**src/rtl/hw_accel_scale_pack_if.sv**
```systemverilog
// hw_accel_scale_pack_if: pixel stream into the scaler/packer and packed word stream out
interface hw_accel_scale_pack_if;
  logic [1:0]  pack_mode;
  logic [23:0] pixel_in;
  logic        pixel_in_valid;
  logic        pixel_in_sof;
  logic [31:0] pixel_out;
  logic        pixel_out_valid;
  logic        frame_done;
  logic        sync_err;
  modport master (
    output pack_mode, pixel_in, pixel_in_valid, pixel_in_sof,
    input  pixel_out, pixel_out_valid, frame_done, sync_err
  );
  modport slave (
    input  pack_mode, pixel_in, pixel_in_valid, pixel_in_sof,
    output pixel_out, pixel_out_valid, frame_done, sync_err
  );
endinterface

```
**src/rtl/hw_accel_scale_pack.sv**
```systemverilog
// hw_accel_scale_pack: nearest-neighbour downscaler fused with an RGB/BGR/gray byte packer
module hw_accel_scale_pack #(
  parameter int IN_FRAME_WIDTH   = 540,
  parameter int IN_FRAME_HEIGHT  = 540,
  parameter int OUT_FRAME_WIDTH  = 96,
  parameter int OUT_FRAME_HEIGHT = 96
) (
  input logic clk,
  input logic rst,
  hw_accel_scale_pack_if.slave s
);
  localparam int XW = $clog2(IN_FRAME_WIDTH + 1) + 1;
  localparam int YW = $clog2(IN_FRAME_HEIGHT + 1) + 1;
  localparam logic [XW-1:0] QX = XW'(IN_FRAME_WIDTH / OUT_FRAME_WIDTH);
  localparam logic [XW-1:0] RX = XW'(IN_FRAME_WIDTH % OUT_FRAME_WIDTH);
  localparam logic [XW-1:0] OX = XW'(OUT_FRAME_WIDTH);
  localparam logic [XW-1:0] LX = XW'(IN_FRAME_WIDTH - 1);
  localparam logic [YW-1:0] QY = YW'(IN_FRAME_HEIGHT / OUT_FRAME_HEIGHT);
  localparam logic [YW-1:0] RY = YW'(IN_FRAME_HEIGHT % OUT_FRAME_HEIGHT);
  localparam logic [YW-1:0] OY = YW'(OUT_FRAME_HEIGHT);
  localparam logic [YW-1:0] LY = YW'(IN_FRAME_HEIGHT - 1);
  logic [XW-1:0] x, nx, rx, ex, enx, erx, sx;
  logic [YW-1:0] y, ny, ry, ey, eny, ery, sy;
  logic          restart, first, col_sel, row_sel, eol, eof, keep;
  logic [1:0]    mode_q, mode;
  logic [15:0]   gsum;
  logic [7:0]    gray;
  logic [23:0]   bytes;
  logic [23:0]   s1_bytes;
  logic [1:0]    s1_n;
  logic          s1_last, s1_restart;
  logic [23:0]   res, res_b;
  logic [1:0]    cnt, cnt_b;
  logic          fl_pend, clr;
  logic [2:0]    total;
  logic [47:0]   acc;
  // a mid-frame SOF makes this pixel (0,0): all position state is viewed as freshly cleared
  always_comb begin
    restart = s.pixel_in_valid & s.pixel_in_sof & (x != '0 | y != '0);
    ex = restart ? '0 : x;
    enx = restart ? '0 : nx;
    erx = restart ? '0 : rx;
    ey = restart ? '0 : y;
    eny = restart ? '0 : ny;
    ery = restart ? '0 : ry;
    first = ex == '0 && ey == '0;
    col_sel = ex == enx;
    row_sel = ey == eny;
    eol = ex == LX;
    eof = eol && ey == LY;
    keep = s.pixel_in_valid & col_sel & row_sel;
    mode = first ? s.pack_mode : mode_q;
    sx = erx + RX;
    sy = ery + RY;
    gsum = 16'd77 * {8'd0, s.pixel_in[23:16]} + 16'd150 * {8'd0, s.pixel_in[15:8]} + 16'd29 * {8'd0, s.pixel_in[7:0]};
    gray = 8'(gsum >> 8);
    bytes = mode == 2'd1 ? s.pixel_in :
            mode == 2'd2 ? {16'd0, gray} :
            {s.pixel_in[7:0], s.pixel_in[15:8], s.pixel_in[23:16]};
  end
  // nx/ny hold the next selected column/row as floor(j*IN/OUT), stepped by quotient plus carried remainder
  always_ff @(posedge clk)
    if (rst) begin
      x <= '0;
      nx <= '0;
      rx <= '0;
      y <= '0;
      ny <= '0;
      ry <= '0;
      mode_q <= 2'd0;
    end else if (s.pixel_in_valid) begin
      x <= eol ? '0 : ex + XW'(1);
      nx <= eol ? '0 : col_sel ? enx + QX + XW'(sx >= OX) : enx;
      rx <= eol ? '0 : col_sel ? (sx >= OX ? sx - OX : sx) : erx;
      y <= eof ? '0 : eol ? ey + YW'(1) : ey;
      ny <= eof ? '0 : eol && row_sel ? eny + QY + YW'(sy >= OY) : eny;
      ry <= eof ? '0 : eol && row_sel ? (sy >= OY ? sy - OY : sy) : ery;
      if (first) mode_q <= s.pack_mode;
    end
  always_ff @(posedge clk)
    if (rst) begin
      s1_bytes <= '0;
      s1_n <= 2'd0;
      s1_last <= 1'b0;
      s1_restart <= 1'b0;
      s.sync_err <= 1'b0;
    end else begin
      s1_bytes <= keep ? bytes : '0;
      s1_n <= keep ? (mode == 2'd2 ? 2'd1 : 2'd3) : 2'd0;
      s1_last <= s.pixel_in_valid & eof;
      s1_restart <= restart;
      s.sync_err <= restart;
    end
  // a flush cycle hands its residual to the output, so a next-frame pixel starts from empty
  always_comb begin
    clr = fl_pend | s1_restart;
    cnt_b = clr ? 2'd0 : cnt;
    res_b = clr ? 24'd0 : res;
    total = {1'b0, cnt_b} + {1'b0, s1_n};
    acc = {24'd0, res_b} | ({24'd0, s1_bytes} << {cnt_b, 3'b000});
  end
  always_ff @(posedge clk)
    if (rst) begin
      res <= '0;
      cnt <= 2'd0;
      fl_pend <= 1'b0;
      s.frame_done <= 1'b0;
      s.pixel_out_valid <= 1'b0;
      s.pixel_out <= '0;
    end else begin
      res <= total[2] ? {8'd0, acc[47:32]} : acc[23:0];
      cnt <= total[1:0];
      fl_pend <= s1_last;
      s.frame_done <= fl_pend;
      s.pixel_out_valid <= fl_pend ? cnt != 2'd0 : total[2];
      s.pixel_out <= fl_pend ? {8'd0, res} : acc[31:0];
    end
endmodule

```
**src/flat_wrapper.sv**
```systemverilog
// flat-port wrapper written by rule: the top's interface ports become plain ports
module hw_accel_scale_pack_flat 
#(
  parameter int IN_FRAME_WIDTH   = 540,
  parameter int IN_FRAME_HEIGHT  = 540,
  parameter int OUT_FRAME_WIDTH  = 96,
  parameter int OUT_FRAME_HEIGHT = 96
)
  (clk, rst, s_pack_mode, s_pixel_in, s_pixel_in_valid, s_pixel_in_sof, s_pixel_out, s_pixel_out_valid, s_frame_done, s_sync_err);
  hw_accel_scale_pack_if s_i ();
  input logic clk;
  input logic rst;
  input wire logic [$bits(s_i.pack_mode)-1:0] s_pack_mode;
  input wire logic [$bits(s_i.pixel_in)-1:0] s_pixel_in;
  input wire logic [$bits(s_i.pixel_in_valid)-1:0] s_pixel_in_valid;
  input wire logic [$bits(s_i.pixel_in_sof)-1:0] s_pixel_in_sof;
  output wire logic [$bits(s_i.pixel_out)-1:0] s_pixel_out;
  output wire logic [$bits(s_i.pixel_out_valid)-1:0] s_pixel_out_valid;
  output wire logic [$bits(s_i.frame_done)-1:0] s_frame_done;
  output wire logic [$bits(s_i.sync_err)-1:0] s_sync_err;
  assign s_i.pack_mode = s_pack_mode;
  assign s_i.pixel_in = s_pixel_in;
  assign s_i.pixel_in_valid = s_pixel_in_valid;
  assign s_i.pixel_in_sof = s_pixel_in_sof;
  assign s_pixel_out = s_i.pixel_out;
  assign s_pixel_out_valid = s_i.pixel_out_valid;
  assign s_frame_done = s_i.frame_done;
  assign s_sync_err = s_i.sync_err;
  hw_accel_scale_pack #(.IN_FRAME_WIDTH(IN_FRAME_WIDTH), .IN_FRAME_HEIGHT(IN_FRAME_HEIGHT), .OUT_FRAME_WIDTH(OUT_FRAME_WIDTH), .OUT_FRAME_HEIGHT(OUT_FRAME_HEIGHT)) u_core (.clk(clk), .rst(rst), .s(s_i));
endmodule
```
**config.mk**
```make
export PLATFORM = sky130hd
export DESIGN_NAME = hw_accel_scale_pack_flat
export DESIGN_NICKNAME = d
export VERILOG_FILES = /design/src/rtl/hw_accel_scale_pack_if.sv /design/src/rtl/hw_accel_scale_pack.sv /design/src/flat_wrapper.sv
export SDC_FILE = /design/constraint.sdc
export NUM_CORES = 1
export LEC_CHECK = 0
export BUFFER_PORTS_ARGS = -buffer_cell sky130_fd_sc_hd__buf_2
export CORE_ASPECT_RATIO = 0.7
export CORE_MARGIN = 4
export CORE_UTILIZATION = 50
export DETAILED_ROUTE_END_ITERATION = 10
export HOLD_SLACK_MARGIN = 0.06
export PLACE_DENSITY = 0.67
export SYNTH_ARGS = -nofsm -noshare
export SYNTH_HDL_FRONTEND = slang
export SYNTH_SLANG_ARGS = --single-unit
```
**constraint.sdc**
```tcl
create_clock -name clk -period 10.1 [get_ports clk]
set_input_delay 1.01 -clock clk [delete_from_list [all_inputs] [get_ports clk]]
set_output_delay 1.01 -clock clk [all_outputs]
set_load 0.03 [all_outputs]
```
==> results of run 1 <==
per-layer routing:
| metal | track usage | vias to the layer above |
|---|---|---|
| met3 | 0.0444 | 25 |
| met4 | 0.0510 | 0 |
| met2 | 0.326 | 413 |
| met5 | 0 | - |
| li1 | - | 4826 |
| met1 | 0.398 | 4722 |
metrics by stage:
step / power [W] / instance area (um^2) / hold WS, ns / utilization
2_1_floorplan: 0.00242 / 11500 / 0.408 / -
3_3_place_gp: 0.00283 / 11900 / 0.419 / 0.526
3_5_place_dp: 0.00287 / 11900 / 0.428 / 0.526
4_1_cts: 0.00353 / 12500 / 0.440 / 0.553
5_1_grt: 0.00387 / 12500 / 0.471 / 0.553
6_report: 0.00355 / 12500 / 0.435 / 0.553
final cells by class:
type | count | area [um^2]
multi-input combinational | 1016 | 7550
sequential | 157 | 3140
clock buffer | 17 | 425
tap | 312 | 390
clock inverter | 15 | 169
inverter | 116 | 435
timing repair buffer | 73 | 390
fill | 2049 | 10100
logic make-up (layout without fill, tap and decap cells):
kind of cell    Yosys count  after routing  synth area share
flops                   157            157             0.274
mux                      24             24            0.0210
compound gates          329            329             0.190
fa+ha+maj               155            155             0.206
simple gates            455            455             0.201
buf+inv                 196            221            0.0674
xor+xnor                 53             53            0.0405
flip-flops by register name (all words and copies together) (netlist names), 11 cells and up:
name and cells:
u_core.ry 11, u_core.s.pixel_out 32, u_core.s1_bytes 24, u_core.res 24, u_core.rx 11, u_core.ny 11, u_core.y 11, u_core.x 11
u_core.nx 11
placed cells by master, fill, tap and decap left out, types with 11 or more instances in the layout:
master and instances:
dfxtp_1 157, nor2_1 136, inv_1 114, a21oi_1 100
ha_1 99, nand2_1 95, buf_2 63, o21ai_0 60
fa_1 56, a22oi_1 49, nor3_1 36, nand3_1 30
nor2b_1 29, xor2_1 28, xnor2_1 25, mux2i_1 24
nand2b_1 19, o22ai_1 18, clkbuf_16 17, nand4_1 16
and2_1 15, or3_1 15, a21o_1 14, a31oi_1 11
worst max-delay path: cells and delay by family:
kind                     cells  cell delay, ns
XOR/XNOR                     3            0.54
AO/OA/AOI/OAI                6            1.28
adder cells (fa/ha/maj)     10            4.22
buffers and inverters        5            0.32
power breakdown:
group          switching (W)  internal [W]  total (W)
registers           0.000102      0.000714   0.000816
clock network       0.000312      0.000334   0.000646
logic                0.00119      0.000905    0.00209
path summary, 6_finish.rpt:
kind             startpoint            endpoint  slack (ns)  cells after the start
max          s_pixel_in[12]  u_core.s1_bytes[7]        3.03                     24
min            u_core.ry[0]        u_core.ry[0]        0.43                      2
max reg2reg     u_core.x[6]        u_core.ny[4]        5.12                     18
min reg2reg    u_core.ry[0]        u_core.ry[0]        0.43                      2
==> metrics, run 1 <==
status=finished, final reports clean; top-area cell type share of the netlist area=0.274; DR top layer=met4; Max-cap violations=0; Synth top cells by count=dfxtp_1 (157), nor2_1 (136), inv_1 (114); WL/cell=17.7 um; fmax=0.141 GHz; Inserted Diodes=0; share of cells above drive strength 1=0.0976; LEAKAGE=5.51 nW; Worst-path clk slew=0.07 ns; CTS H-Tree Depth=4; ys flop type=dfxtp_1; setup bufs post-CTS=0; Worst EP arrival=7.36 ns; grt total ovfl=0; fraction of the yosys area taken by sequential cells=0.274; number of synthesized flops with an enable pin=0; GR Util All Layers=0.243; starting density of the core=0.507; first-pass GRT wire length=50300 um; Final min period=7.07 ns; CP Cell Sequence=buf_2, ha_1, ha_1, inv_1, fa_1, fa_1, inv_1, ha_1, xor2_1, fa_1, fa_1, inv_1, fa_1, fa_1, inv_1, ha_1, o21a_1, o31ai_1, a21oi_1, o41ai_1, o21ai_0, xor2_1, xnor2_1, o22ai_1; worst hold path class=reg2reg; slowest stage cell, crit path=fa_1; crit path max fanout=5; die width=189 um; TritonCTS clock tree=built; Layout area overhead=9.06%; clock latency on the worst-skew pair=0.44 ns; Mean Syn Cell Area=8.37 um^2; Pins Over Slew Limit=0; nature of the critical path startpoint=input port; cts bufs inserted=17; Yosys warning count=0; hold buffer count at CTS=0; CP required=10.39 ns; DR pass1 iterations=6; dpl ws=2.57 ns; Metal-1 WL=15400 um; Core ar.=22600 um^2; RePlAce Congestion=0.894; worst vdd ir=265 uV; library cells used by synthesis=78; Final period util=0.700; worst setup path category=in2reg; RSZ-0062 raised after global routing=false; Worst slew margin=0.236; Power per Cell Area=284 nW/um^2; DRT iter0 DRCs=1106; CP peak stage delay=0.54 ns; asr flop ratio synth=0; most numerous cell in the Yosys netlist=dfxtp_1; Synth Cell Area=11500 um^2; fin nets=1566; area leader, netlist=dfxtp_1; die span in y=135 um; CTS Buffer Depth=2; Post-Place Cells=1674; Hold Vio Cnt, Final=0; DR WL met3=2540 um; FP Rows=46; Resized cells post-CTS=0; vias in the first global route=9338; Port-buffer cells=64; Final setup viols=0; Vias/cell=5.85; CP most frequent cell=fa_1; fin cells=1706; Worst-Margin Slew=1.14 ns; post-route ant nets=0; CP endpoint kind=flop; Area contributors post-synth=dfxtp_1 (27%), ha_1 (11%), fa_1 (9.8%); DP HPWL=22100 um; die area=25400 um^2; final setup skew=0.0167 ns; initial antenna violation count=0; Routed WL=30200 um; synthesized net count=1554; via count=9986; synthesis-stage register bit count=157; met2 wire length=11900 um; Post-Synthesis Cells=1369; largest net degree at the start of global routing=74; Fin Setup TNS=0 ns; Final WS setup=3.03 ns; DR DRC count=0; I/O pin total=65; clock root cell=clkbuf_16; CTS sink cnt=157
Power figures use the tool's default switching activity.
==> run 2: changes to the inputs <==
- clock period: 10.1 -> 7.4 ns (I/O delays scaled with it)
==> metrics, run 2 (synthesis gave the netlist of run 1 again) <==
Sw Ratio=0.447 (-0.00330); Largest register FFs=32 (unchanged); worst vdd ir=355 uV (+34%); die width=189 um (unchanged); share of cells above drive strength 1=0.0989 (+0.00129); vias in the first global route=9405 (+0.72%); sequential share of power=0.226 (-0.003); Final min period=6.77 ns; final setup skew=0.0174 ns (+0.000734 ns); worst hold path class=reg2reg; Largest regs=u_core.s.pixel_out x32, u_core.res x24, u_core.s1_bytes x24; cell family with most CP delay=adder cells; Final period util=0.914; GR Util All Layers=0.242 (-0.000583); Worst-Margin Slew=1.22 ns (+0.0728 ns); WL/cell=17.7 um (about the same); Hold Vio Cnt, Final=0 (unchanged); grt total ovfl=0 (unchanged); FP Rows=46 (unchanged); internal power=0.00270 W (+38%); worst setup path category=in2reg; Final WS setup=0.633 ns (-2.39 ns); slowest stage cell, crit path=fa_1; CP most frequent cell=fa_1; final core utilization=0.554 (+0.00177); Most flops, register=u_core.s.pixel_out; cts bufs inserted=17 (unchanged); Tot Pwr=0.00488 W (+37%); starting density of the core=0.507 (unchanged); status=finished, final reports clean; Worst Hold Path Cells=2 (unchanged); CP endpoint kind=flop; DR DRC count=0 (unchanged); r2r setup slk=2.44 ns (-2.68 ns); Vias/cell=5.84 (-0.22%); Post-DP Area=11900 um^2 (+0.13%); DR pass1 iterations=5 (-1); die area=25400 um^2 (unchanged); DRT iter0 DRCs=1068 (-3.4%); P_sw=0.00219 W (+36%); Clk pwr share=0.184 (+0.002); Resized cells post-CTS=0 (unchanged); critical path buffer and inverter count=6 (+1); CP peak stage delay=0.55 ns (about the same); die span in y=135 um (unchanged); Fin Setup TNS=0 ns (unchanged); post-route ant nets=0 (unchanged); Pins Over Slew Limit=0 (unchanged); commonest non-fill, non-tap cell in the layout=dfxtp_1; design area=12500 um^2 (+0.32%); clock root cell=clkbuf_16; Max-cap violations=0 (unchanged); CP required=7.67 ns (-2.72 ns); Routed WL=30200 um (about the same); Worst R2R Start=u_core.x[6]; RSZ-0062 raised after global routing=false; hold buffer count at CTS=0 (unchanged); fin nets=1568 (+0.13%); DP HPWL=22200 um (+0.36%); via count=9976 (-0.10%); clock latency on the worst-skew pair=0.45 ns (about the same); CTS Buffer Depth=2 (unchanged); hold path start=u_core.ry[0]; I/O pin total=65 (unchanged); Worst slew margin=0.187 (-0.0486); most frequent cells in the layout=dfxtp_1 (157), nor2_1 (136), inv_1 (114); RePlAce Congestion=0.870 (-2.7%); crit path max fanout=5 (unchanged); largest net degree at the start of global routing=54 (-27%); setup bufs post-CTS=0 (unchanged); r2r endpoint=u_core.ny[4]; Worst EP arrival=7.04 ns (-0.32 ns); CP Cell Sequence=buf_2, ha_1, ha_1, inv_1, fa_1, fa_1, inv_1, ha_1, xor2_1, fa_1, fa_1, inv_1, fa_1, fa_1, inv_1, ha_1, o21a_1, o31ai_1, a21oi_1, o41ai_1, buf_4, xnor2_1, a2111oi_0; Port-buffer cells=64 (unchanged); CTS H-Tree Depth=4 (unchanged); fmax=0.148 GHz; Layout area overhead=9.41%; Core ar.=22600 um^2 (unchanged); WHS Endpoint=u_core.ry[0]; worst reg2reg path depth=18 (unchanged); LEAKAGE=5.52 nW (+0.31%); dpl ws=0.225 ns (-2.35 ns); Comb power frac=0.591 (+0.002); Final setup viols=0 (unchanged); first-pass GRT wire length=50400 um (+0.19%); initial antenna violation count=0 (unchanged); Worst-path clk slew=0.07 ns (about the same); nature of the critical path startpoint=input port; Inserted Diodes=0 (unchanged); Power per Cell Area=390 nW/um^2 (+37%); CTS sink cnt=157 (unchanged); TritonCTS clock tree=built
## run 2: changes by cell type in the layout (fill, tap and decap cells not counted)
cell,before,now
clkinv_4,2,0
inv_8,7,5
clkinv_8,3,7
buf_4,10,12
## run 2: cell type report
| class | count | area, um^2 |
|---|---|---|
| tap | 312 | 390 |
| sequential | 157 | 3140 |
| clock inverter | 15 | 194 |
| fill | 2094 | 10100 |
| multi-input combinational | 1016 | 7550 |
| timing repair buffer | 75 | 405 |
| clock buffer | 17 | 425 |
| inverter | 116 | 435 |
## run 2: routing by layer
metal / up-vias / global-route usage / wire (um)
li1: 4840 / - / -
met2: 390 / 0.322 / 11900
met1: 4729 / 0.398 / 15400
met5: - / 0 / 0
met4: 0 / 0.0473 / 241
met3: 17 / 0.0494 / 2700
## run 2: how the worst max path moves through the flow
stage | startpoint | end | slack (ns) | cells after the start
floorplan | s_pixel_in[12] | u_core.s1_bytes[7] | 0.66 | 23
global placement | s_pixel_in[12] | u_core.s1_bytes[7] | 0.38 | 25
detailed placement | s_pixel_in[12] | u_core.s1_bytes[5] | 0.23 | 23
CTS | s_pixel_in[12] | u_core.s1_bytes[5] | 0.66 | 23
global route | s_pixel_in[12] | u_core.s1_bytes[5] | 0.33 | 23
finish | s_pixel_in[12] | u_core.s1_bytes[5] | 0.63 | 23
## run 2: metrics by stage
| step | hold slack, ns | instances |
|---|---|---|
| final | 0.429 | 1708 |
| after CTS | 0.432 | 1708 |
| after detailed placement | 0.419 | 1676 |
| after global placement | 0.419 | 1676 |
| after floorplan | 0.408 | 1369 |
| after global routing | 0.472 | 1708 |
## run 2: tightest hold or removal path: stages, from the launching register on
cell     delay, ns
dfxtp_1       0.31
inv_1         0.05
nor2_1        0.03
## run 2: power by group through the flow
stage | combinational [W] | sequential [W] | clock [W]
after global placement | 0.00278 | 0.00111 | 0
after CTS | 0.00287 | 0.00110 | 0.000907
after global routing | 0.00327 | 0.00112 | 0.000948
after floorplan | 0.00218 | 0.00113 | 0
final | 0.00288 | 0.00110 | 0.000897
after detailed placement | 0.00284 | 0.00112 | 0
